[config.mk]
export PLATFORM = sky130hd
export DESIGN_NAME = uart_tx_sched_flat
export DESIGN_NICKNAME = d
export VERILOG_FILES = /design/src/rtl/uart_pkg.sv /design/src/rtl/uart_tx_sched_if.sv /design/src/rtl/uart_sync_fifo.sv /design/src/rtl/uart_tx_sched.sv /design/src/flat_wrapper.sv
export SDC_FILE = /design/constraint.sdc
export NUM_CORES = 1
export LEC_CHECK = 0
export ABC_AREA = 1
export BUFFER_PORTS_ARGS = -buffer_cell sky130_fd_sc_hd__buf_2
export CAP_MARGIN = 40
export CORE_MARGIN = 5
export CORE_UTILIZATION = 35
export CTS_BUF_LIST = sky130_fd_sc_hd__clkbuf_16
export CTS_CLUSTER_DIAMETER = 80
export CTS_CLUSTER_SIZE = 28
export DETAILED_ROUTE_END_ITERATION = 8
export GPL_TIMING_DRIVEN = 1
export RECOVER_POWER = 50
export SLEW_MARGIN = 20
export SYNTH_ARGS = -nofsm -noshare
export SYNTH_HDL_FRONTEND = slang
export SYNTH_HIERARCHICAL = 1
export SYNTH_SLANG_ARGS = --single-unit
[constraint.sdc]
create_clock -name clk -period 3.4 [get_ports clk]
set_input_delay 0.51 -clock clk [delete_from_list [all_inputs] [get_ports clk]]
set_output_delay 0.51 -clock clk [all_outputs]
set_load 0.02 [all_outputs]
[src/rtl/uart_pkg.sv]
// Shared types and helpers for the UART TX sequencer.
// The GAP state exists only when UART_TX_GAP_EN is defined.
package uart_pkg;

  typedef enum logic [2:0] {
    IDLE      = 3'd0,
    WAIT_CTS  = 3'd1,
    LAUNCH    = 3'd2,
    WAIT_DONE = 3'd3
`ifdef UART_TX_GAP_EN
    ,
    GAP       = 3'd4
`endif
  } tx_sched_state_t;

  typedef logic [1:0] data_bits_t;

  localparam data_bits_t DB5 = 2'b00;
  localparam data_bits_t DB6 = 2'b01;
  localparam data_bits_t DB7 = 2'b10;
  localparam data_bits_t DB8 = 2'b11;

  // Frame configuration captured at launch and held for the whole frame.
  typedef struct packed {
    data_bits_t data_bits;
    logic       parity_en;
    logic       parity_type;
    logic       stop_bits;
  } tx_cfg_t;

  function automatic logic [7:0] data_mask(input data_bits_t db);
    logic [7:0] m;
    m = 8'hFF;
    case (db)
      DB5:     m = 8'h1F;
      DB6:     m = 8'h3F;
      DB7:     m = 8'h7F;
      default: m = 8'hFF;
    endcase
    return m;
  endfunction

endpackage

[src/rtl/uart_tx_sched_if.sv]
// Link between the TX sequencer (master) and uart_tx (slave):
// frame data, latched frame config, launch strobe and completion flag.
interface uart_tx_sched_if;
  import uart_pkg::*;

  logic [31:0] tx_data;
  data_bits_t  data_bit_num;
  logic        parity_en;
  logic        parity_type;
  logic        stop_bit_num;
  logic        start_tx;
  logic        tx_done;

  modport master (
    output tx_data,
    output data_bit_num,
    output parity_en,
    output parity_type,
    output stop_bit_num,
    output start_tx,
    input  tx_done
  );

  modport slave (
    input  tx_data,
    input  data_bit_num,
    input  parity_en,
    input  parity_type,
    input  stop_bit_num,
    input  start_tx,
    output tx_done
  );

endinterface

[src/rtl/uart_sync_fifo.sv]
// First-word-fall-through synchronous FIFO; rdata shows the head while not empty.
// A push while full is accepted only if a pop happens in the same cycle.
module uart_sync_fifo #(
  parameter int DEPTH = 8,
  parameter int WIDTH = 8
) (
  input  logic                     clk,
  input  logic                     rst,
  input  logic                     push,
  input  logic                     pop,
  input  logic [WIDTH-1:0]         wdata,
  output logic [WIDTH-1:0]         rdata,
  output logic                     full,
  output logic                     empty,
  output logic [$clog2(DEPTH):0]   level
);

  localparam int AW = $clog2(DEPTH);

  logic [WIDTH-1:0] mem_q [DEPTH];
  logic [AW-1:0]    wr_ptr_q;
  logic [AW-1:0]    rd_ptr_q;
  logic [AW:0]      level_q;
  logic             do_push;
  logic             do_pop;

  assign empty   = (level_q == '0);
  assign full    = (level_q == (AW+1)'(DEPTH));
  assign level   = level_q;
  assign rdata   = mem_q[rd_ptr_q];

  assign do_pop  = pop && !empty;
  assign do_push = push && (!full || do_pop);

  always_ff @(posedge clk) begin
    if (do_push) begin
      mem_q[wr_ptr_q] <= wdata;
    end
  end

  // DEPTH is a power of two, so pointer overflow is the wrap.
  always_ff @(posedge clk) begin
    if (rst) begin
      wr_ptr_q <= '0;
      rd_ptr_q <= '0;
      level_q  <= '0;
    end else begin
      if (do_push) begin
        wr_ptr_q <= wr_ptr_q + 1'b1;
      end
      if (do_pop) begin
        rd_ptr_q <= rd_ptr_q + 1'b1;
      end
      level_q <= level_q + (AW+1)'(do_push) - (AW+1)'(do_pop);
    end
  end

endmodule

[src/rtl/uart_tx_sched.sv]
// Byte FIFO plus launch sequencer feeding uart_tx, one frame per byte, gated by tx_en_i and cts_n.
// Optional inter-frame idle gap counted in tx_tick periods when UART_TX_GAP_EN is defined.
module uart_tx_sched
  import uart_pkg::*;
#(
  parameter int DEPTH     = 8,
  parameter int GAP_TICKS = 1
) (
  input  logic                       clk,
  input  logic                       rst,
  input  logic                       tx_tick,
  input  logic                       wr_en_i,
  input  logic [7:0]                 wr_data_i,
  input  logic                       tx_en_i,
  input  logic [1:0]                 cfg_data_bit_num_i,
  input  logic                       cfg_parity_en_i,
  input  logic                       cfg_parity_type_i,
  input  logic                       cfg_stop_bit_num_i,
  input  logic                       cts_n,
  uart_tx_sched_if.master            tx_if,
  output logic                       fifo_full_o,
  output logic                       fifo_empty_o,
  output logic [$clog2(DEPTH):0]     fifo_level_o,
  output logic                       overflow_o,
  output logic                       busy_o,
  output logic                       tx_empty_irq_o
);

  localparam int LW = $clog2(DEPTH) + 1;

  tx_sched_state_t state_q, state_d;
  logic [31:0]     tx_data_q, tx_data_d;
  tx_cfg_t         cfg_q, cfg_d;
  logic            done_prev_q;
  logic            overflow_q;
  logic            done_rise;

  logic            fifo_pop;
  logic            fifo_full;
  logic            fifo_empty;
  logic [7:0]      fifo_rdata;
  logic [LW-1:0]   fifo_level;

`ifdef UART_TX_GAP_EN
  localparam logic [7:0] GAP_LAST = 8'(GAP_TICKS - 1);
  logic [7:0] gap_cnt_q, gap_cnt_d;
`else
  logic gap_unused;
  assign gap_unused = tx_tick ^ (^8'(GAP_TICKS));
`endif

  uart_sync_fifo #(
    .DEPTH (DEPTH),
    .WIDTH (8)
  ) u_fifo (
    .clk   (clk),
    .rst   (rst),
    .push  (wr_en_i),
    .pop   (fifo_pop),
    .wdata (wr_data_i),
    .rdata (fifo_rdata),
    .full  (fifo_full),
    .empty (fifo_empty),
    .level (fifo_level)
  );

  // A level-high tx_done must only end one frame.
  assign done_rise = tx_if.tx_done && !done_prev_q;

  always_comb begin
    state_d   = state_q;
    tx_data_d = tx_data_q;
    cfg_d     = cfg_q;
    fifo_pop  = 1'b0;
`ifdef UART_TX_GAP_EN
    gap_cnt_d = gap_cnt_q;
`endif
    case (state_q)
      IDLE: begin
        if (tx_en_i && !fifo_empty) begin
          state_d = cts_n ? WAIT_CTS : LAUNCH;
        end
      end
      WAIT_CTS: begin
        if (!tx_en_i) begin
          state_d = IDLE;
        end else if (!cts_n) begin
          state_d = LAUNCH;
        end
      end
      LAUNCH: begin
        state_d = WAIT_DONE;
      end
      WAIT_DONE: begin
        if (done_rise) begin
`ifdef UART_TX_GAP_EN
          if (GAP_TICKS == 0) begin
            state_d = IDLE;
          end else begin
            state_d   = GAP;
            gap_cnt_d = '0;
          end
`else
          state_d = IDLE;
`endif
        end
      end
`ifdef UART_TX_GAP_EN
      GAP: begin
        if (tx_tick) begin
          if (gap_cnt_q == GAP_LAST) begin
            state_d = IDLE;
          end else begin
            gap_cnt_d = gap_cnt_q + 8'd1;
          end
        end
      end
`endif
      default: begin
        state_d = IDLE;
      end
    endcase

    // Capture head and config on the edge entering LAUNCH so they are valid with start_tx.
    if (state_d == LAUNCH) begin
      fifo_pop  = 1'b1;
      tx_data_d = {24'h0, fifo_rdata & data_mask(cfg_data_bit_num_i)};
      cfg_d     = '{data_bits:   cfg_data_bit_num_i,
                    parity_en:   cfg_parity_en_i,
                    parity_type: cfg_parity_type_i,
                    stop_bits:   cfg_stop_bit_num_i};
    end
  end

  always_ff @(posedge clk) begin
    if (rst) begin
      state_q     <= IDLE;
      tx_data_q   <= '0;
      cfg_q       <= '0;
      done_prev_q <= 1'b0;
      overflow_q  <= 1'b0;
`ifdef UART_TX_GAP_EN
      gap_cnt_q   <= '0;
`endif
    end else begin
      state_q     <= state_d;
      tx_data_q   <= tx_data_d;
      cfg_q       <= cfg_d;
      done_prev_q <= tx_if.tx_done;
      overflow_q  <= wr_en_i && fifo_full && !fifo_pop;
`ifdef UART_TX_GAP_EN
      gap_cnt_q   <= gap_cnt_d;
`endif
    end
  end

  assign tx_if.tx_data      = tx_data_q;
  assign tx_if.data_bit_num = cfg_q.data_bits;
  assign tx_if.parity_en    = cfg_q.parity_en;
  assign tx_if.parity_type  = cfg_q.parity_type;
  assign tx_if.stop_bit_num = cfg_q.stop_bits;
  assign tx_if.start_tx     = (state_q == LAUNCH);

  assign fifo_full_o    = fifo_full;
  assign fifo_empty_o   = fifo_empty;
  assign fifo_level_o   = fifo_level;
  assign overflow_o     = overflow_q;
  assign busy_o         = (state_q != IDLE);
  assign tx_empty_irq_o = fifo_empty && (state_q == IDLE);

endmodule
[src/flat_wrapper.sv]
// flat-port wrapper written by rule: the top's interface ports become plain ports
module uart_tx_sched_flat import uart_pkg::*;
#(
  parameter int DEPTH     = 8,
  parameter int GAP_TICKS = 1
)
  (clk, rst, tx_tick, wr_en_i, wr_data_i, tx_en_i, cfg_data_bit_num_i, cfg_parity_en_i, cfg_parity_type_i, cfg_stop_bit_num_i, cts_n, fifo_full_o, fifo_empty_o, fifo_level_o, overflow_o, busy_o, tx_empty_irq_o, tx_if_tx_data, tx_if_data_bit_num, tx_if_parity_en, tx_if_parity_type, tx_if_stop_bit_num, tx_if_start_tx, tx_if_tx_done);
  uart_tx_sched_if tx_if_i ();
  input  logic clk;
  input  logic rst;
  input  logic tx_tick;
  input  logic wr_en_i;
  input  logic [7:0] wr_data_i;
  input  logic tx_en_i;
  input  logic [1:0] cfg_data_bit_num_i;
  input  logic cfg_parity_en_i;
  input  logic cfg_parity_type_i;
  input  logic cfg_stop_bit_num_i;
  input  logic cts_n;
  output logic fifo_full_o;
  output logic fifo_empty_o;
  output logic [$clog2(DEPTH):0] fifo_level_o;
  output logic overflow_o;
  output logic busy_o;
  output logic tx_empty_irq_o;
  output wire logic [$bits(tx_if_i.tx_data)-1:0] tx_if_tx_data;
  output wire logic [$bits(tx_if_i.data_bit_num)-1:0] tx_if_data_bit_num;
  output wire logic [$bits(tx_if_i.parity_en)-1:0] tx_if_parity_en;
  output wire logic [$bits(tx_if_i.parity_type)-1:0] tx_if_parity_type;
  output wire logic [$bits(tx_if_i.stop_bit_num)-1:0] tx_if_stop_bit_num;
  output wire logic [$bits(tx_if_i.start_tx)-1:0] tx_if_start_tx;
  input wire logic [$bits(tx_if_i.tx_done)-1:0] tx_if_tx_done;
  assign tx_if_tx_data = tx_if_i.tx_data;
  assign tx_if_data_bit_num = tx_if_i.data_bit_num;
  assign tx_if_parity_en = tx_if_i.parity_en;
  assign tx_if_parity_type = tx_if_i.parity_type;
  assign tx_if_stop_bit_num = tx_if_i.stop_bit_num;
  assign tx_if_start_tx = tx_if_i.start_tx;
  assign tx_if_i.tx_done = tx_if_tx_done;
  uart_tx_sched #(.DEPTH(DEPTH), .GAP_TICKS(GAP_TICKS)) u_core (.clk(clk), .rst(rst), .tx_tick(tx_tick), .wr_en_i(wr_en_i), .wr_data_i(wr_data_i), .tx_en_i(tx_en_i), .cfg_data_bit_num_i(cfg_data_bit_num_i), .cfg_parity_en_i(cfg_parity_en_i), .cfg_parity_type_i(cfg_parity_type_i), .cfg_stop_bit_num_i(cfg_stop_bit_num_i), .cts_n(cts_n), .tx_if(tx_if_i), .fifo_full_o(fifo_full_o), .fifo_empty_o(fifo_empty_o), .fifo_level_o(fifo_level_o), .overflow_o(overflow_o), .busy_o(busy_o), .tx_empty_irq_o(tx_empty_irq_o));
endmodule
Word-level counts from Yosys, hierarchy flattened

Memory sizes are Yosys's and may differ from the RTL's. A register that Yosys moved wholly into a read port is not among the register bits.
Index checks and enable logic that the tools add are counted.

Register bits after elaboration: 28
Bits in read-only memories: 0
Latch bits: 0
Logic and storage cells: 53
Input bits: 20
Memories kept: 1
Memory bits (writable): 64
Output and inout port bits: 47

Div/mod/pow operators: 0
Reductions and logical operators: 16
$mul: 0
Order comparisons: 0
Bitwise operators: 1
Shifts and indexed selects: 0
Add/sub/neg operators: 4
Multiplexer cells: 13
Equal/unequal tests: 7

Memory list:

| memory              | words | bits a word | read ports | clocked after memory_dff | write ports | RTL line             | text |
|---|---|---|---|---|---|---|---|
| u_core.u_fifo.mem_q | 8     | 8           | 1          | 1                        | 1           | uart_sync_fifo.sv:20 | `logic [WIDTH-1:0] mem_q [DEPTH];` |

Operators with widths:

| cell                  | number |
|---|---|
| $pmux W8 S3           | 1 |
| $mux W3               | 6 |
| $pmux W3 S4           | 1 |
| $eq A3 B2 Y1 const B  | 3 |
| $and A8 B8 Y8         | 1 |
| $mux W8               | 1 |
| $logic_and A1 B1 Y1   | 7 |
| $add A3 B1 Y3 const B | 2 |
| $add A4 B1 Y4         | 1 |
| $eq A4 B4 Y1 const B  | 1 |
| $logic_not A1 Y1      | 4 |
| $logic_not A4 Y1      | 1 |
| $sub A4 B1 Y4         | 1 |
| $eq A3 B1 Y1 const B  | 1 |
| $logic_not A3 Y1      | 1 |
| $mux W1               | 3 |
| $reduce_bool A3 Y1    | 1 |
| $eq A2 B1 Y1 const B  | 1 |
| $eq A2 B2 Y1 const B  | 1 |
| $logic_not A2 Y1      | 1 |
| $mux W2               | 1 |
| $logic_or A1 B1 Y1    | 1 |

Longest topological paths before layout

Depth in word-level cells: 12
Mapped depth: 21
Gate-level depth less buffers: 20

Hierarchy

The synthesis kept the hierarchy.

By module, submodules not included:

| module         | area an instance (µm²) | times used | cells an instance | seq. area each (µm²) |
|---|---|---|---|---|
| uart_sync_fifo | 3249.4                 | 1          | 288               | 2182.1 |
| uart_tx_sched  | 1018.5                 | 1          | 125               | 360.3 |

Worst setup path after synthesis

No wires, ideal clock.

Path kind: register to register
Start point: reg u_core.u_fifo.level_q[2] (netlist: u_core/u_fifo/level[2])
End point: reg u_core.u_fifo.level_q[2] (netlist: u_core/u_fifo/level[2])
Library setup time: 0.119 ns
Slack: 0.597 ns
Stages on the path, launching flop included: 20
Clock period less this slack: 2.803 ns
Required time: 3.281 ns
Data arrival time: 2.684 ns
Path buffers: 1
Path through: dfxtp_1 > inv_1 > ha_1 > nand2_2 > inv_1 > inv_1 > nand2_1 > nor2_2 > nand2_4 > nand2_4 > buf_12 > nand2_4 > nor2_1 > inv_1 > nand2_1 > ha_1 > inv_1 > fa_1 > o21ai_0 > a21oi_1

Cells in the longest elaborated chain, start to end: 12
Elaborated cells on any way between the ends: 14
Those cells by class: 2 x add/sub; 2 x eq/ne; 3 x mux; 7 x reduce/logical

RTL lines:

| what                   | RTL line             | text |
|---|---|---|
| from (decl)            | uart_sync_fifo.sv:23 | `logic [AW:0] level_q;` |
| from (signal assigned) | uart_sync_fifo.sv:54 | `level_q <= level_q + (AW+1)'(do_push) - (AW+1)'(do_pop);` |
| $logic_not A4 Y1 *     | uart_sync_fifo.sv:27 | `assign empty = (level_q == '0);` |
| via fifo_empty_o       | flat_wrapper.sv:21   | `output logic fifo_empty_o;` |
| $logic_not A1 Y1 *     | uart_tx_sched.sv:80  | `if (tx_en_i && !fifo_empty) begin` |
| $logic_and A1 B1 Y1 *  | uart_tx_sched.sv:80  |  |
| $mux W3 *              | uart_tx_sched.sv:80  |  |
| $pmux W3 S4 *          | uart_tx_sched.sv:78  | `case (state_q)` |
| $eq A3 B2 Y1 *         | uart_tx_sched.sv:125 | `if (state_d == LAUNCH) begin` |
| $mux W1 *              | uart_tx_sched.sv:125 |  |
| via u_core.fifo_pop    | uart_tx_sched.sv:38  | `logic fifo_pop;` |
| $logic_and A1 B1 Y1 *  | uart_sync_fifo.sv:32 | `assign do_pop = pop && !empty;` |
| $logic_or A1 B1 Y1     | uart_sync_fifo.sv:33 | `assign do_push = push && (!full \|\| do_pop);` |
| $logic_and A1 B1 Y1    | uart_sync_fifo.sv:33 |  |
| $add A4 B1 Y4          | uart_sync_fifo.sv:54 |  |
| $sub A4 B1 Y4 *        | uart_sync_fifo.sv:54 |  |

The timed path passes the listed nets; every way through them passes the cells marked *.
A chain may end at the register's enable or synchronous reset.

Worst setup path after layout

Start point: reg u_core.u_fifo.level_q[2] (netlist: u_core/u_fifo/level[2])
End point: reg u_core.u_fifo.level_q[2] (netlist: u_core/u_fifo/level[2])

Cells in the longest elaborated chain, start to end: 12
Elaborated cells on any way between the ends: 14
Those cells by class: 2 x add/sub; 2 x eq/ne; 3 x mux; 7 x reduce/logical

RTL lines:

| what                | RTL line |
|---|---|
| $logic_not A4 Y1    | uart_sync_fifo.sv:27 |
| $logic_not A1 Y1    | uart_sync_fifo.sv:32, uart_tx_sched.sv:80 |
| $logic_and A1 B1 Y1 | uart_tx_sched.sv:80 |
| $mux W3             | uart_tx_sched.sv:80 |
| $pmux W3 S4         | uart_tx_sched.sv:78 |
| $eq A3 B2 Y1        | uart_tx_sched.sv:125 |
| $mux W1             | uart_tx_sched.sv:125 |
| $logic_and A1 B1 Y1 | uart_sync_fifo.sv:32 |
| $logic_or A1 B1 Y1  | uart_sync_fifo.sv:33 |
| $logic_and A1 B1 Y1 | uart_sync_fifo.sv:33 |
| $add A4 B1 Y4       | uart_sync_fifo.sv:54 |
| $sub A4 B1 Y4 *     | uart_sync_fifo.sv:54 |

Every way passes the cells marked *; elsewhere a longest branch is shown, timed or not.

==> impl_summary.md <==
Outcome
The run finished with clean final reports.

Global route
The final global-route overflow total is 0. The global-route wire length before repair is ~14 mm. The via count of the first global-routing pass is about 2800. Entering global routing, the biggest net connects 33 pins. The initial antenna violation count was 1. The total routing usage reported by global routing is 0.124.

Yosys
The share of the synthesized netlist area taken by xor and xnor gates is 0.00205. The area fraction in compound gates after synthesis came to 0.0918. The number of distinct library cell variants in the gate-level netlist after synthesis is 32.

After synthesis, the largest family of logic cells by area is simple AND/OR/NAND/NOR gates. Of the total synthesized cell area, the portion taken by AND, OR, NAND and NOR gates is 0.188. The most common cell in the synthesized netlist is sky130_fd_sc_hd__nor2_1.

The count of yosys warnings during synthesis is 6. Yosys attributes the largest share of cell area to sky130_fd_sc_hd__edfxtp_1 (45%), sky130_fd_sc_hd__dfxtp_1 (15%), sky130_fd_sc_hd__nor2_1 (6.4%), sky130_fd_sc_hd__buf_4 (4.6%), sky130_fd_sc_hd__nand2_1 (4.5%). In this run, synthesis inferred 64 flip-flops with an integrated enable. Ranked by instance count, the synthesized netlist is headed by sky130_fd_sc_hd__nor2_1 (73), sky130_fd_sc_hd__edfxtp_1 (64), sky130_fd_sc_hd__nand2_1 (51). The sequential area share after synthesis is 0.596.

Of the total synthesized cell area, the portion taken by full adders, half adders and majority gates is 0.0252. The proportion of synthesized flip-flops having asynchronous set or reset is 0. The mux cell area share after synthesis is 0. The mapped netlist covers around 4300 um^2. After synthesis, the mean cell area works out to ~10 um^2. Synthesis produced just over 400 cells. The flip-flop cell with the highest count after synthesis is sky130_fd_sc_hd__edfxtp_1. The synthesized design contains 95 register bits. Of the post-synthesis cell area, the dominant cell type holds 0.450.

The synthesized design spends more area on one cell type than any other, namely sky130_fd_sc_hd__edfxtp_1.

Setup path
The startpoint identified for the worst register-to-register timing path is u_core/u_fifo/level[2]. The path type of the worst setup path is flip-flop to flip-flop. The worst setup path is captured at a flip-flop. The endpoint identified for the worst register-to-register timing path is u_core/u_fifo/level[2]. The type of element launching the critical path is a flip-flop.

Measured in cells, the most critical reg-to-reg path has a length of 18. In this run the worst path has a maximum fanout of 14. For this design, the slowest cell found on the critical path is sky130_fd_sc_hd__fa_1. The most numerous cell on the critical path is sky130_fd_sc_hd__inv_1. The setup check on the worst reg-to-reg path leaves a slack of about 550 ps.

Traced cell by cell, the critical path runs through inv_1, ha_1, nand2_1, inv_1, inv_1, nand2_1, nor2_1, nand2_4, nand2_4, nand2_4, nor2_1, inv_1, nand2_1, ha_1, inv_1, fa_1, o21ai_0, a21oi_1. The worst endpoint data arrival time is about 3100 ps. The stage delay of the slowest cell on the critical path is around 370 ps. The data required time at the worst endpoint is approximately 3600 ps.

Routing
The iteration-0 DRC count of the detailed router is ~120. The vias after detailed routing is 2835. The residual antenna-violating net count after detailed routing is 0. The detailed-route vias per instance is 4.62. The pre-antenna-repair detailed-routing pass consisted of 4 iterations. The DRC violations left is 0. Summed over all layers, the routed wires come to between 8 and 9 mm.

After detailed routing, the average wire length per cell comes to about 14 um.

Min path
The path with the worst hold slack has its endpoint at u_core/done_prev_q. In this run the most critical hold path is launched from tx_if_tx_done. The class of the most critical hold timing path is primary input to flip-flop. Along the worst hold path, the cell count comes to 3.

Place
The port buffer count is 41. Once placement finished, the instance area stood at 4520 um^2. The global placement routability congestion is roughly 0.76. The HPWL after detailed placement is ~5.7 mm.

STA
The portion of the clock cycle consumed by the worst path in the final layout is 0.839. Setup violations remaining at the end of the flow were counted as 0. The max-slew violation total from the final report was 0. The actual slew at the worst max-slew pin is ~1100 ps. Setup repair after global routing left no endpoint under its margin. Subtracting the final worst setup slack from the clock period gives 2850 ps.

The maximum clock frequency is 0.351 GHz. The normalized max-slew margin is 0.271. The count of endpoints failing hold in the final timing report came to 0. The clock skew after layout is ~12 ps. The setup TNS is 0 ps.

Floorplanning
The die is about 120 um wide. The total area inside the core boundary comes to approximately 12000 um^2. The initialized floorplan defines 40 standard-cell rows. The top-level port count is 67. The floorplan step defined a die boundary enclosing roughly 15000 um^2.

The vertical die dimension is ~120 um. The initial standard-cell utilization of the core is 0.357.

CTS
The count of H-tree levels built during CTS is 3. In this run, CTS created clock tree buffers numbering 9. Hold repair after CTS inserted 0 buffers.

The number of setup buffers added after CTS is 0. The buffer depth of the longest clock path is 2. The clock tree from TritonCTS is done. CTS saw between 90 and 100 sinks.

The clock-pin slew reported for the worst setup and hold paths after clock tree synthesis is about 70 ps. The post-cts gate resize count is 0. At the later pin of the worst-skew pair, clock insertion delay measures around 340 ps.

The root buffer cell chosen for the clock tree is sky130_fd_sc_hd__clkbuf_16.

Final layout
In the final layout, the share of cells above drive strength 1 is 0.144. After routing the design area is ~4800 um^2. The post-layout net count is about 490. The area growth from synthesis to layout is 12.3%. The repair_antennas step left the layout with diodes totalling 0.

Power
Dividing total power by cell area gives a power density of roughly 640 nW/um^2. The maximum vdd ir drop is roughly 0.31 mV. For this design the static power due to leakage is about 1.8 nW.

Flow run
The number of max-capacitance violations reported is 0.
## placed cells by master (no fill, tap or decap), drive strengths merged
cell type  instances
fa                 1
nand4              1
buf               21
xor2               1
ha                 7
bufinv             1
o21ai             52
conb              25
nand3b             2
edfxtp            64
clkinv             2
nor3               1
clkbuf            40
and3               1
nand3             21
nand2             64
nor3b              1
inv               31
dfxtp             31
nor2              78
a21oi             21
## registers in the layout (all words and copies together) (netlist names), named ones only
register,flops
u_core/done_prev_q,1
u_core/overflow_o,1
u_core/state_q,3
u_core/tx_if.data_bit_num,2
u_core/tx_if.parity_en,1
u_core/tx_if.parity_type,1
u_core/tx_if.stop_bit_num,1
u_core/tx_if.tx_data,8
u_core/u_fifo/level,4
u_core/u_fifo/mem_q,64
u_core/u_fifo/rd_ptr_q,3
u_core/u_fifo/wr_ptr_q,3
## kinds of logic after synthesis
group,after synthesis
buffers and inverters,66
XOR/XNOR,1
AND/OR/NAND/NOR,169
adder cells (fa/ha/maj),8
flip-flops,95
other,1
AO/OA/AOI/OAI,73
## metal layers
layer  GRT usage  wire length [um]  part of all wire
met5           0                14            0.0016
met4      0.0510               125             0.014
met3      0.0281               499             0.058
met2       0.203              4030              0.47
met1       0.158              3960              0.46
## metrics by stage
step	power (mW)	cells	setup slack (ps)	util	hold slack, ps
floorplan	1.92	437	597	-	450
global placement	2.06	597	759	0.378	472
detailed placement	2.07	597	669	0.378	482
CTS	3.13	613	655	0.405	391
global route	3.25	613	269	0.401	413
finish	3.08	613	548	0.401	402
## worst max path at each step
stage,start,to,slack (ps)
after floorplan,u_core/u_fifo/level[2],u_core/u_fifo/level[2],600
after global placement,u_core/u_fifo/level[2],u_core/u_fifo/level[2],760
after detailed placement,u_core/u_fifo/level[2],u_core/u_fifo/level[2],670
after CTS,u_core/u_fifo/level[2],u_core/u_fifo/level[2],650
after global routing,u_core/u_fifo/level[2],u_core/u_fifo/level[2],270
final,u_core/u_fifo/level[2],u_core/u_fifo/level[2],550
## layout make-up
type | instances | area (um^2)
clock buffers | 9 | 225
clock inverters | 7 | 95.1
fillers | 1143 | 7170
multi-input cells | 276 | 1400
repair buffers | 52 | 246
well taps | 147 | 184
flip-flops and latches | 95 | 2540
inverters | 27 | 101
## power breakdown
| part | switching, mW | internal [mW] | leakage (nW) |
|---|---|---|---|
| Clock | 0.461 | 0.596 | 0.157 |
| Combinational | 0.437 | 0.199 | 0.855 |
| Sequential | 0.0569 | 1.33 | 0.833 |
| Total | 0.956 | 2.12 | 1.84 |
## worst max-delay path: cells and delay by family (launching register included)
| kind | cells | cell delay, ps |
|---|---|---|
| adder cells (fa/ha/maj) | 3 | 730 |
| AND/OR/NAND/NOR | 8 | 1070 |
| flip-flops | 1 | 330 |
| AO/OA/AOI/OAI | 2 | 220 |
| buffers and inverters | 5 | 380 |
Power figures use the tool's default switching activity.
